`config.mk`:
```
export PLATFORM = sky130hd
export DESIGN_NAME = edge_detect_mc
export DESIGN_NICKNAME = d
export VERILOG_FILES = /design/src/rtl/edge_detect_mc.sv
export SDC_FILE = /design/constraint.sdc
export NUM_CORES = 1
export LEC_CHECK = 0
export BUFFER_PORTS_ARGS = -buffer_cell sky130_fd_sc_hd__clkbuf_2
export CORE_ASPECT_RATIO = 0.5
export CORE_MARGIN = 1.5
export CORE_UTILIZATION = 50
export CTS_BUF_LIST = sky130_fd_sc_hd__clkbuf_16
export CTS_CLUSTER_DIAMETER = 200
export DETAILED_ROUTE_END_ITERATION = 6
export PLACE_DENSITY = 0.69
export REMOVE_ABC_BUFFERS = 1
export SLEW_MARGIN = 20
export SYNTH_ARGS = -nofsm -noshare
export SYNTH_HDL_FRONTEND = slang
export SYNTH_SLANG_ARGS = --single-unit
```
`constraint.sdc`:
```
create_clock -name CLK -period 2.4 [get_ports CLK]
set_input_delay 0.48 -clock CLK [delete_from_list [all_inputs] [get_ports CLK]]
set_output_delay 0.48 -clock CLK [all_outputs]
set_load 0.02 [all_outputs]
```
`src/rtl/edge_detect_mc.sv`:
```
// rtl/edge_detect_mc.sv - multi-channel synchronised, debounced edge detector with event counters
//
// Ports:
//   CLK      clock; every flop updates on its rising edge
//   RST      synchronous active-high reset
//   IN       asynchronous channel inputs, one bit per channel
//   MODE     detect mode for all channels: 00 rise, 01 fall, 10 both, 11 off
//   DEB_LEN  extra stable cycles required before a level change is accepted
//   CLR      synchronous clear of STICKY and CNT
//   OUT      one-cycle event pulse per channel
//   LEVEL    debounced level per channel
//   STICKY   per-channel event-seen flag
//   CNT      per-channel saturating event count, channel i at [i*CNT_W +: CNT_W]
module edge_detect_mc #(
    parameter int CH    = 4,
    parameter int SYNC  = 2,
    parameter int DEB_W = 4,
    parameter int CNT_W = 8
) (
    input  logic                  CLK,
    input  logic                  RST,
    input  logic [CH-1:0]         IN,
    input  logic [1:0]            MODE,
    input  logic [DEB_W-1:0]      DEB_LEN,
    input  logic                  CLR,
    output logic [CH-1:0]         OUT,
    output logic [CH-1:0]         LEVEL,
    output logic [CH-1:0]         STICKY,
    output logic [CH*CNT_W-1:0]   CNT
);

    localparam logic [CNT_W-1:0] CNT_MAX = {CNT_W{1'b1}};

    logic [CH-1:0]       sync_q [SYNC];
    logic [CH-1:0]       sync_d [SYNC];
    logic [DEB_W-1:0]    deb_q  [CH];
    logic [DEB_W-1:0]    deb_d  [CH];
    logic [CH-1:0]       level_q, level_d;
    logic [CH-1:0]       prev_q, prev_d;
    logic [CH-1:0]       out_q, out_d;
    logic [CH-1:0]       sticky_q, sticky_d;
    logic [CH*CNT_W-1:0] cnt_q, cnt_d;

    logic [CH-1:0]       synced;
    logic [CH-1:0]       rise;
    logic [CH-1:0]       fall;
    logic [CH-1:0]       evt;

    always_comb begin
        sync_d[0] = IN;
        for (int k = 1; k < SYNC; k++) begin
            sync_d[k] = sync_q[k-1];
        end
        synced = sync_q[SYNC-1];

        // Debounce: the counter measures how long the synced input has
        // disagreed with the accepted level. ">=" rather than "==" so that
        // shrinking DEB_LEN mid-count still lets the change through.
        level_d = level_q;
        for (int i = 0; i < CH; i++) begin
            deb_d[i] = deb_q[i];
            if (synced[i] == level_q[i]) begin
                deb_d[i] = '0;
            end else if (deb_q[i] >= DEB_LEN) begin
                level_d[i] = synced[i];
                deb_d[i]   = '0;
            end else begin
                deb_d[i] = deb_q[i] + DEB_W'(1);
            end
        end

        // Events come from the registered level compared with its previous
        // value, so OUT lags LEVEL by one cycle; MODE is sampled now.
        prev_d = level_q;
        rise   = level_q & ~prev_q;
        fall   = ~level_q & prev_q;
        case (MODE)
            2'b00:   evt = rise;
            2'b01:   evt = fall;
            2'b10:   evt = rise | fall;
            default: evt = '0;
        endcase
        out_d = evt;

        // An event coincident with CLR wins: the flag is set and the count
        // restarts at one.
        sticky_d = CLR ? evt : (sticky_q | evt);
        cnt_d    = cnt_q;
        for (int i = 0; i < CH; i++) begin
            if (CLR) begin
                cnt_d[i*CNT_W +: CNT_W] = evt[i] ? CNT_W'(1) : '0;
            end else if (evt[i] && (cnt_q[i*CNT_W +: CNT_W] != CNT_MAX)) begin
                cnt_d[i*CNT_W +: CNT_W] = cnt_q[i*CNT_W +: CNT_W] + CNT_W'(1);
            end
        end
    end

    always_ff @(posedge CLK) begin
        if (RST) begin
            for (int k = 0; k < SYNC; k++) begin
                sync_q[k] <= '0;
            end
            for (int i = 0; i < CH; i++) begin
                deb_q[i] <= '0;
            end
            level_q  <= '0;
            prev_q   <= '0;
            out_q    <= '0;
            sticky_q <= '0;
            cnt_q    <= '0;
        end else begin
            for (int k = 0; k < SYNC; k++) begin
                sync_q[k] <= sync_d[k];
            end
            for (int i = 0; i < CH; i++) begin
                deb_q[i] <= deb_d[i];
            end
            level_q  <= level_d;
            prev_q   <= prev_d;
            out_q    <= out_d;
            sticky_q <= sticky_d;
            cnt_q    <= cnt_d;
        end
    end

    assign OUT    = out_q;
    assign LEVEL  = level_q;
    assign STICKY = sticky_q;
    assign CNT    = cnt_q;

endmodule
```
# == Yosys cells after proc, flatten, opt, wreduce, memory -nomap -nowiden ==
# Memory sizes are Yosys's and may differ from the RTL's.
# Cells that the tools add are included.
# word_totals
n_memories,2
out_inout_bits,44
register_bits,48
wordCells,95
mem_bits_rw,24
mem_bits_ro,0
in_bits,13
latchBits,0
# mem_list
name,words,width,read_ports,rd_ports_with_merged_regs,wr,line,text
deb_q,4,4,4,0,4,36,logic [DEB_W-1:0] deb_q [CH];
sync_q,2,4,2,0,2,34,logic [CH-1:0] sync_q [SYNC];
# classes
n_lt_le_gt_ge,4
addsub,8
n_div,0
n_bitwise,16
reduce_logical,13
muxes,31
shifts,0
n_mul,0
n_eq_ne,10
# op_table
operator,count
2-to-1 mux 8 bit,8
2-to-1 mux 4 bit,15
"adder 8 x 1 -> 8 bit, second input constant",4
"inequality test 8 bit, second input constant",4
"adder 4 x 1 -> 4 bit, second input constant",4
greater-or-equal comparator 4 bit,4
one-hot mux 4 bit (3 select lines),1
bitwise AND 4 bit,2
NOT 4 bit,2
bitwise OR 4 bit,2
AND reduction 2 bit,4
nonzero test 2 bit,4
2-to-1 mux 1 bit,7
bitwise OR 1 bit,6
== test 1 bit,4
logical AND 1 bit,4
NOT 1 bit,4
"== test 2 x 1 -> 1 bit, second input constant",1
"== test 2 bit, second input constant",1
logical NOT 2 bit,1

# == Logic depth before layout (Yosys ltp) ==
# Gate-level depths: netlist of run 1.
# logic_depth
ltp_word,7
depth_mapped,8

# == Least setup slack after synthesis of run 1 ==
# Ideal clock, no wire load.
# synth_path
path_type,flip-flop to flip-flop
from,"reg level_q[3], in the netlist LEVEL[3]"
to,"reg cnt_q[30], in the netlist CNT[30]"
setup_slack_ns,0.427
setup_ns,0.070
path_buffers,0
arrival_time_ns,1.902
path_stages_with_launch,8
cell_sequence,dfxtp_1 inv_1 ha_1 nand2b_1 a21o_1 and2_1 or4_1 a21oi_1
# synth_between
elab_chain_cells,6
word_cells_on_any_way,7
classes_between,1 x mux; 4 x bitwise; 2 x reduce/logical
# synth_rtl
item,line,text
"start, declared",38,"logic [CH-1:0] level_q, level_d;"
"start signal, assigned",118,level_q <= level_d;
NOT 4 bit,76,fall = ~level_q & prev_q;
bitwise AND 4 bit,76,
bitwise OR 4 bit,80,2'b10: evt = rise | fall;
one-hot mux 4 bit (3 select lines) (*),77,case (MODE)
logical AND 1 bit (*),92,end else if (evt[i] && (cnt_q[i*CNT_W +: CNT_W] != CNT_MAX)) begin
nonzero test 2 bit (no line) (*),-,
"end signal, assigned",122,cnt_q <= cnt_d;
"end, declared",42,"logic [CH*CNT_W-1:0] cnt_q, cnt_d;"
# Mark *: on every way between the ends. The rest lies on a longest branch, timed or not.
# A chain may end at the register's enable or synchronous reset.

# == Worst setup path in the final report of run 1 ==
# Same ends and word-level chain as after synthesis.

==> results.ini, run 1 <==
[placed_design]
dp_hpwl_mm=5.26
portBuffers=56
place_congestion=0.813
place_area_um2=3850

[synth]
synth_cell_types=46
synthSimpleGateAreaFrac_pct=23.7
synthArstFlopShare_pct=0
synthAdderAreaFrac_pct=11.5
synth_xor_area_share_pct=3.02
synthFlopType=dfxtp_1
synth_top_family_by_area=simple AND/OR/NAND/NOR gates
muxShareOfSynthArea_pct=1.44
ys_warn_count=0
ys_seq_area_share_pct=41.5
synth_enable_flop_cells=0
synth_compound_area_share_pct=14.5
synth_cells=397
synth.avg_cell_area_um2=8.76
synth_area_um2=3480
synth.ff_latch_count=72

[hold_path]
hold_path.class=input port to flop
min_from=IN[1]
hold_path_depth=2
hold_end=sync_q[0][1]

[sta]
finalSetupTns_ns=0
setup_violations=0
worst_slew_pin_slew_ns=0.791
fmax_ghz=0.478
period_minus_slack_ns=2.09
finalHoldViolCount=0
finalMaxSlewViolations=0
finalClockSkew_ns=0.00395
finalCritPeriodShare_pct=87.1
holdWs_ns=0.355
rsz0062_at_grt=no
slew_headroom_pct=47.3

[critical_path]
critical-path-top-delay-family=simple AND/OR/NAND/NOR gates
cp_slowest_cell=or4_1
cp.buffers_inverters=1
crit_fanout=11
required_ns=2.67
critical_path_arrival_ns=2.36
r2r_slack_ns=0.31
cpPeakStageDelay_ns=0.53
crit_path_end_kind=flop
r2r-end=CNT[30]
criticalPathCategory=flop to flop
r2r_cells=7
worstReg2RegStart=LEVEL[3]
start_kind=flop
worstPathCellList=inv_1 -> ha_1 -> nand2b_1 -> a21o_1 -> and2_1 -> or4_1 -> a21oi_1

[detailed_routing]
wl_met3_um=358
final_antenna_net_count=0
wire_per_inst_um=13.2
met2_length_mm=3.26
drc=0
top_layer=met4
vias_per_cell=5.48
via_count=3022
drt-met1-wl_mm=3.54
drt-total-wl_mm=7.27
drt_iter0_markers=223
drt-pass1-iter-count=4

[power_and_ir_drop]
p_leak_nw=1.71
switching_power_w=0.000537
combPwrFrac_pct=4.6
swShare_pct=21.8
power_density_nw_per_um2=601
seqPwrFrac_pct=49.6
clkPwrFrac_pct=45.8
p_int_w=0.00192
ir_drop_mv=0.373

[cells_and_area]
drive_above_1_share_pct=15.9
layout_common_cells=dfxtp_1, clkbuf_2, nor2_1, inv_1, ha_1
final_cell_area_um2=4100
antenna_cells=0
fin_util_pct=61.1
final_nets=500
layout_commonest_cell=dfxtp_1
area_growth_syn_to_layout_pct=17.8

[cts]
post_cts_buffers=0
htreeDepth=3
clockBufferDepth=2
clkTransAtPathRegs_ns=0.05
cts_tree=yes
cts_hold_buf=0
clock-root-buffer=clkbuf_16
cts_buffers=9
clk_latency_ns=0.33
clock_sinks=72
post_cts_resized=0

[global_route]
antenna_found_initial=0
grt-ovfl-total=0
groute.usage.overall_pct=20.9
grt_pass1_vias=2728
grt_max_degree=36
grt_pass1_wl_mm=12.1

[floorplanning]
core.rowCount=21
die_w_um=121
start_util_pct=51.9
coreArea_um2=6700
die_height_um=62.0
die_area_um2=7490
ios=57

[run]
drv_cap=0

[outcome]
status=finished clean

==> state kept, by name, summed over array words and instances (netlist names) <==
signal / flops
CNT: 32
LEVEL: 4
OUT: 4
STICKY: 4
deb_q: 16
prev_q: 4
sync_q: 8
==> final cells by class <==
type	instances	area, µm²
clock buffer	9	225
clock inverter	6	22.5
fill	587	2610
inverter	28	105
multi-input combinational	285	1880
sequential	72	1440
tap	92	115
timing repair buffer	59	303
==> worst register-to-register path, cell delays in order, from the launching register on <==
cell and delay [ns]:
dfxtp_1 0.39, inv_1 0.09, ha_1 0.28, nand2b_1 0.14, a21o_1 0.18, and2_1 0.27, or4_1 0.53, a21oi_1 0.15
==> cell usage after synthesis (2+ instances only) <==
library cell  count  area share, %
a211oi_1          3           0.65
a21o_1            8            1.7
a21oi_1          29            4.2
a31oi_1           3           0.54
a41oi_1           2           0.50
and2_1            4           0.72
and3_1            6            1.1
and4_1            5            1.3
buf_2             2           0.29
clkbuf_1         10            1.1
dfxtp_1          72             41
ha_1             32             12
inv_1            28            3.0
mux2i_1           5            1.4
nand2_1          24            2.6
nand2b_1          7            1.3
nand3_1          13            1.9
nand3b_1          3           0.65
nand4_1           8            1.4
nor2_1           36            3.9
nor2b_1          10            1.8
nor3_1            9            1.3
nor4_1            2           0.36
o21ai_0          22            3.2
o311ai_0          2           0.50
o31ai_1           3           0.65
o32ai_1           2           0.50
or3_1            13            2.3
or4_1             7            1.5
xnor2_1           8            2.0
xor2_1            4            1.0
==> layer usage <==
metal	vias up	track usage (%)
met2	68	36.0
met3	10	6.48
met5	-	0
met1	1413	25.0
met4	0	9.41
li1	1531	-
==> through the flow <==
step | setup WS, ns | instances | power, W
finish | 0.310 | 551 | 0.00246
global route | 0.178 | 551 | 0.00256
CTS | 0.309 | 551 | 0.00248
detailed placement | 0.319 | 536 | 0.00136
global placement | 0.389 | 536 | 0.00135
floorplan | 0.336 | 385 | 0.00131
==> power by group through the flow <==
stage	clock network (W)	registers [W]	logic, W
6_report	0.00113	0.00122	0.000113
5_1_grt	0.00121	0.00122	0.000128
4_1_cts	0.00115	0.00122	0.000114
3_5_place_dp	0	0.00125	0.000113
3_3_place_gp	0	0.00124	0.000109
2_1_floorplan	0	0.00125	0.0000567
==> worst max-delay path by stage <==
stage / from / endpoint / slack (ns) / cells past startpoint
2_1_floorplan: LEVEL[3] / CNT[30] / 0.34 / 7
3_3_place_gp: MODE[1] / CNT[16] / 0.39 / 5
3_5_place_dp: MODE[1] / CNT[16] / 0.32 / 5
4_1_cts: LEVEL[3] / CNT[30] / 0.31 / 7
5_1_grt: LEVEL[3] / CNT[30] / 0.18 / 7
6_report: LEVEL[3] / CNT[30] / 0.31 / 7
==> cell families after synthesis <==
kind of cell / count (synthesis)
multiplexers: 5
AO/OA/AOI/OAI: 82
adder cells (fa/ha/maj): 32
AND/OR/NAND/NOR: 154
buffers and inverters: 40
flip-flops: 72
XOR/XNOR: 12
No activity file was read; power rests on OpenSTA's default activity.
==> inputs of run 2 (changes only) <==
--- a/config.mk
+++ b/config.mk
@@ -12,7 +12,7 @@
 export CTS_BUF_LIST = sky130_fd_sc_hd__clkbuf_16
 export CTS_CLUSTER_DIAMETER = 200
 export DETAILED_ROUTE_END_ITERATION = 6
-export PLACE_DENSITY = 0.69
+export PLACE_DENSITY = 0.72
 export REMOVE_ABC_BUFFERS = 1
 export SLEW_MARGIN = 20
 export SYNTH_ARGS = -nofsm -noshare
==> constraint.sdc (replaced) <==
create_clock -name CLK -period 1.8 [get_ports CLK]
set_input_delay 0.36 -clock CLK [delete_from_list [all_inputs] [get_ports CLK]]
set_output_delay 0.36 -clock CLK [all_outputs]
set_load 0.02 [all_outputs]
==> results.ini, run 2 (synthesis results as in run 1) <==
[placed_design]
dp_hpwl_mm=5.24  ; -0.46%
dp_cells=559  ; +4.3%
portBuffers=56  ; unchanged
place_congestion=0.801  ; -1.4%
place_area_um2=4030  ; +4.8%
pre_cts_ws_ns=-0.0270  ; -0.346 ns

[critical_path]
required_ns=2.02  ; -0.65 ns
crit_path_end_kind=flop
start_kind=flop
r2r_slack_ns=0.07  ; -0.24 ns
worstReg2RegStart=LEVEL[1]
r2r_cells=7  ; unchanged
critical_path_arrival_ns=1.95  ; -0.41 ns
criticalPathCategory=flop to flop
r2r-end=CNT[11]
crit_fanout=5  ; -6

[cells_and_area]
final_cell_area_um2=4490  ; +9.5%
antenna_cells=0  ; unchanged
layout_commonest_cell=dfxtp_1
largest_reg_flops=32  ; unchanged
layout_common_cells=dfxtp_1, clkbuf_2, nor2_1, ha_1, inv_1
final_nets=523  ; +4.6%
drive_above_1_share_pct=25.9  ; +10 points
finalNonFillerCells=575  ; +4.4%
fill_cells=562  ; -4.3%
area_growth_syn_to_layout_pct=29.0

[run]
drv_cap=0  ; unchanged

[detailed_routing]
vias_per_cell=5.34  ; -2.7%
drc=0  ; unchanged
drt-pass1-iter-count=5  ; +1
wire_per_inst_um=13.2  ; about the same
final_antenna_net_count=0  ; unchanged
drt-total-wl_mm=7.59  ; +4.3%
drt_iter0_markers=196  ; -12%
via_count=3069  ; +1.6%

[sta]
worst_slew_pin_slew_ns=0.322  ; -0.469 ns
finalSetupTns_ns=0  ; unchanged
finalMaxSlewViolations=0  ; unchanged
fmax_ghz=0.579  ; +21%
slew_headroom_pct=78.2  ; +31 points
finalHoldViolCount=0  ; unchanged
finalCritPeriodShare_pct=96.0  ; +8.9 points
finalClockSkew_ns=0.00442  ; +0.000476 ns
fin_ws_ns=0.0714  ; -0.238 ns
period_minus_slack_ns=1.73  ; -0.362 ns
setup_violations=0  ; unchanged

[global_route]
grt-ovfl-total=0  ; unchanged
grt_max_degree=24  ; -33%
antenna_found_initial=0  ; unchanged
groute.usage.overall_pct=21.0  ; +0.075 points
grt_pass1_vias=2636  ; -3.4%
grt_pass1_wl_mm=12.1  ; about the same

[cts]
post_cts_buffers=0  ; unchanged
clock_sinks=72  ; unchanged
clock-root-buffer=clkbuf_16
htreeDepth=3  ; unchanged
clk_latency_ns=0.34  ; about the same
clkTransAtPathRegs_ns=0.06  ; about the same
cts_hold_buf=0  ; unchanged
cts_tree=yes
clockBufferDepth=2  ; unchanged
cts_buffers=9  ; unchanged

[hold_path]
min_from=IN[2]
hold_path.class=input port to flop
hold_path_depth=2  ; unchanged
hold_end=sync_q[0][2]

[power_and_ir_drop]
power_density_nw_per_um2=850  ; +41%
ir_drop_mv=0.609  ; +63%
p_leak_nw=1.90  ; +11%

[floorplanning]
die_area_um2=7490  ; unchanged
coreArea_um2=6700  ; unchanged
die_w_um=121  ; unchanged
core.rowCount=21  ; unchanged
start_util_pct=51.9  ; unchanged
die_height_um=62.0  ; unchanged
ios=57  ; unchanged

[outcome]
status=finished clean

[run 2: what timing repair did]
item	in CTS	in global routing
setup endpoints to repair	7	25
resized for setup	6	23
pin swaps	4	12
[run 2: cell type report]
class	instances	area, µm²	share of cell area, %
clock inverter	7	110	2.45
timing repair buffer	82	495	11.0
tap	92	115	2.57
clock buffer	9	225	5.02
multi-input combinational	285	1990	44.3
inverter	28	105	2.34
sequential	72	1450	32.2
[run 2: metrics by stage]
stage               total power (W)  util, %  hold WS [ns]
floorplan                   0.00174        -         0.414
global placement            0.00183     60.2         0.419
detailed placement          0.00183     60.2         0.425
CTS                         0.00383     65.5         0.225
global route                0.00393     66.9         0.245
finish                      0.00381     66.9         0.230
[run 2: where the power goes]
group,switching (W),internal [W],total (W)
clock,0.000665,0.00134,0.00200
sequential,0.0000119,0.00161,0.00163
combinational,0.000105,0.0000754,0.000181
[run 2: per-layer routing]
metal / vias up / track usage (%) / part of all wire (%)
li1: 1575 / - / -
met1: 1422 / 27.0 / 49
met2: 67 / 34.5 / 45
met3: 5 / 6.75 / 5.1
met4: 0 / 6.89 / 0.90
met5: - / 0 / 0
[run 2: worst max-delay path by stage]
| stage | startpoint | end | slack [ns] | cells past startpoint |
|---|---|---|---|---|
| 4_1_cts | LEVEL[3] | CNT[28] | 0.01 | 8 |
| 6_report | LEVEL[1] | CNT[11] | 0.07 | 7 |
| 2_1_floorplan | LEVEL[3] | CNT[30] | -0.26 | 7 |
| 5_1_grt | LEVEL[1] | CNT[11] | -0.08 | 7 |
| 3_3_place_gp | LEVEL[2] | CNT[21] | 0.0006 | 7 |
| 3_5_place_dp | LEVEL[3] | CNT[30] | -0.03 | 7 |
[run 2: worst max-delay path, stage by stage, from the launching register on]
cell,delay [ns]
dfxtp_1,0.32
inv_1,0.07
ha_1,0.28
nand2b_1,0.15
a21oi_2,0.16
a21oi_2,0.09
buf_4,0.16
o41ai_1,0.39
==> inputs of run 3 (changes only) <==
--- a/config.mk
+++ b/config.mk
@@ -8,11 +8,13 @@
 export BUFFER_PORTS_ARGS = -buffer_cell sky130_fd_sc_hd__clkbuf_2
 export CORE_ASPECT_RATIO = 0.5
 export CORE_MARGIN = 1.5
-export CORE_UTILIZATION = 50
+export CORE_UTILIZATION = 51
 export CTS_BUF_LIST = sky130_fd_sc_hd__clkbuf_16
 export CTS_CLUSTER_DIAMETER = 200
 export DETAILED_ROUTE_END_ITERATION = 6
-export PLACE_DENSITY = 0.72
+export GPL_ROUTABILITY_DRIVEN = 0
+export MAX_ROUTING_LAYER = met4
+export PLACE_DENSITY = 0.73
 export REMOVE_ABC_BUFFERS = 1
 export SLEW_MARGIN = 20
 export SYNTH_ARGS = -nofsm -noshare
==> results.ini, run 3 (synthesis results as in run 1) <==
[global_route]
met2_usage_pct=34.7  ; +0.23 points
grt_max_degree=18  ; -25%
antenna_found_initial=0  ; unchanged
grt-busiest-layer=met2
grt_util_met1_pct=28.3  ; +1.3 points
grt_pass1_wl_mm=12.4  ; +2.1%
groute.usage.overall_pct=22.4  ; +1.4 points
grt_pass1_vias=2656  ; +0.76%
grt-ovfl-total=0  ; unchanged
grtUsageMet3_pct=7.22  ; +0.47 points

[detailed_routing]
via_count=3086  ; +0.55%
drt-total-wl_mm=7.66  ; +0.90%
drt-pass1-iter-count=4  ; -1
vias_per_cell=5.33  ; -0.14%
drc=0  ; unchanged
wire_per_inst_um=13.2  ; +0.20%
drt_iter0_markers=163  ; -17%
final_antenna_net_count=0  ; unchanged

[cells_and_area]
layout_commonest_cell=dfxtp_1
area_growth_syn_to_layout_pct=30.0
final_nets=527  ; +0.76%
antenna_cells=0  ; unchanged
drive_above_1_share_pct=26.7  ; +0.81 points
largest_reg_flops=32  ; unchanged
layout_common_cells=dfxtp_1, clkbuf_2, nor2_1, ha_1, inv_1

[floorplanning]
die_height_um=61.4  ; -0.94%
die_area_um2=7350  ; -1.9%
ios=57  ; unchanged
start_util_pct=52.3  ; +0.41 points
die_w_um=120  ; -0.96%
core.rowCount=21  ; unchanged
coreArea_um2=6650  ; -0.78%

[power_and_ir_drop]
p_leak_nw=1.92  ; +1.3%
power_density_nw_per_um2=815  ; -4.1%
power_w=0.00368  ; -3.4%
ir_drop_mv=0.431  ; -29%

[sta]
fin_ws_ns=0.0650  ; -0.00641 ns
setup_violations=0  ; unchanged
slew_headroom_pct=79.3  ; +1.1 points
finalMaxSlewViolations=0  ; unchanged
finalHoldViolCount=0  ; unchanged
finalCritPeriodShare_pct=96.4  ; +0.36 points
finalClockSkew_ns=0.00508  ; +0.000652 ns
fmax_ghz=0.576  ; -0.37%
period_minus_slack_ns=1.73  ; +0.00641 ns
worst_slew_pin_slew_ns=0.307  ; -0.0159 ns

[cts]
cts_buffers=9  ; unchanged
clockBufferDepth=2  ; unchanged
htreeDepth=3  ; unchanged
clock_sinks=72  ; unchanged
cts_hold_buf=0  ; unchanged
clkTransAtPathRegs_ns=0.06  ; about the same
clk_latency_ns=0.34  ; about the same
clock-root-buffer=clkbuf_16
cts_tree=yes

[placed_design]
pre_cts_ws_ns=-0.0298  ; -0.00278 ns
portBuffers=56  ; unchanged
dp_hpwl_mm=5.34  ; +2.0%

[hold_path]
hold_path.class=input port to flop

[critical_path]
crit_fanout=5  ; unchanged
critical-path-top-delay-family=simple AND/OR/NAND/NOR gates
criticalPathCategory=flop to flop
cp_slowest_cell=or3_4
cp.buffers_inverters=2  ; unchanged
required_ns=2.08  ; +0.06 ns
cpPeakStageDelay_ns=0.36  ; -0.03 ns
critical_path_arrival_ns=2.01  ; +0.06 ns
crit_path_end_kind=flop
start_kind=flop
worstPathCellList=inv_2 -> ha_4 -> nand2b_4 -> a21o_1 -> and2_4 -> buf_6 -> or3_4 -> a21oi_2

[run]
drv_cap=0  ; unchanged

[outcome]
status=finished clean

run 3: where the power goes:
group / internal, W / switching [W]
sequential: 0.00161 / 0.0000117
clock: 0.00120 / 0.000673
combinational: 0.0000766 / 0.000106
run 3: worst paths after layout:
check / slack (ns) / startpoint / end / cells after the start
setup / recovery: 0.07 / LEVEL[3] / CNT[28] / 8
hold / removal: 0.22 / IN[1] / sync_q[0][1] / 2
setup reg to reg: 0.07 / LEVEL[3] / CNT[28] / 8
hold reg to reg: 0.43 / deb_q[0][0] / deb_q[0][0] / 1
run 3: layout make-up:
type	instances	area, µm²
Clock buffer	9	225
Clock inverter	7	86.3
Fill cell	542	2130
Inverter	28	105
Multi-Input combinational cell	285	2020
Sequential cell	72	1450
Tap cell	92	115
Timing Repair Buffer	86	526
run 3: per-layer routing:
metal,vias to the layer above,wire (µm)
met5,-,0
li1,1581,-
met3,10,365
met2,73,3320
met1,1422,3880
met4,0,89
run 3: worst reg2reg max path, delay by kind of cell (launching register included):
family	cells	cell delay, ns
flops	1	0.33
compound gates	2	0.31
fa+ha+maj	1	0.23
simple gates	3	0.64
buf+inv	2	0.18
run 3: through the flow:
step	hold WS [ns]	std cells	TNS [ns]	utilization (%)	area [µm²]
finish	0.224	579	0	68.0	4520
CTS	0.224	577	0	65.8	4380
global placement	0.416	561	-0.0242	60.9	4050
detailed placement	0.424	561	-0.148	60.9	4050
global route	0.250	579	-0.00312	68.0	4520
floorplan	0.414	385	-0.881	-	3430
run 3: timing repair:
action,in CTS,in global routing
pin swaps,1,12
endpoints found under the setup margin,6,25
buffers inserted,0,2
resized for setup,6,27
cloned,0,0
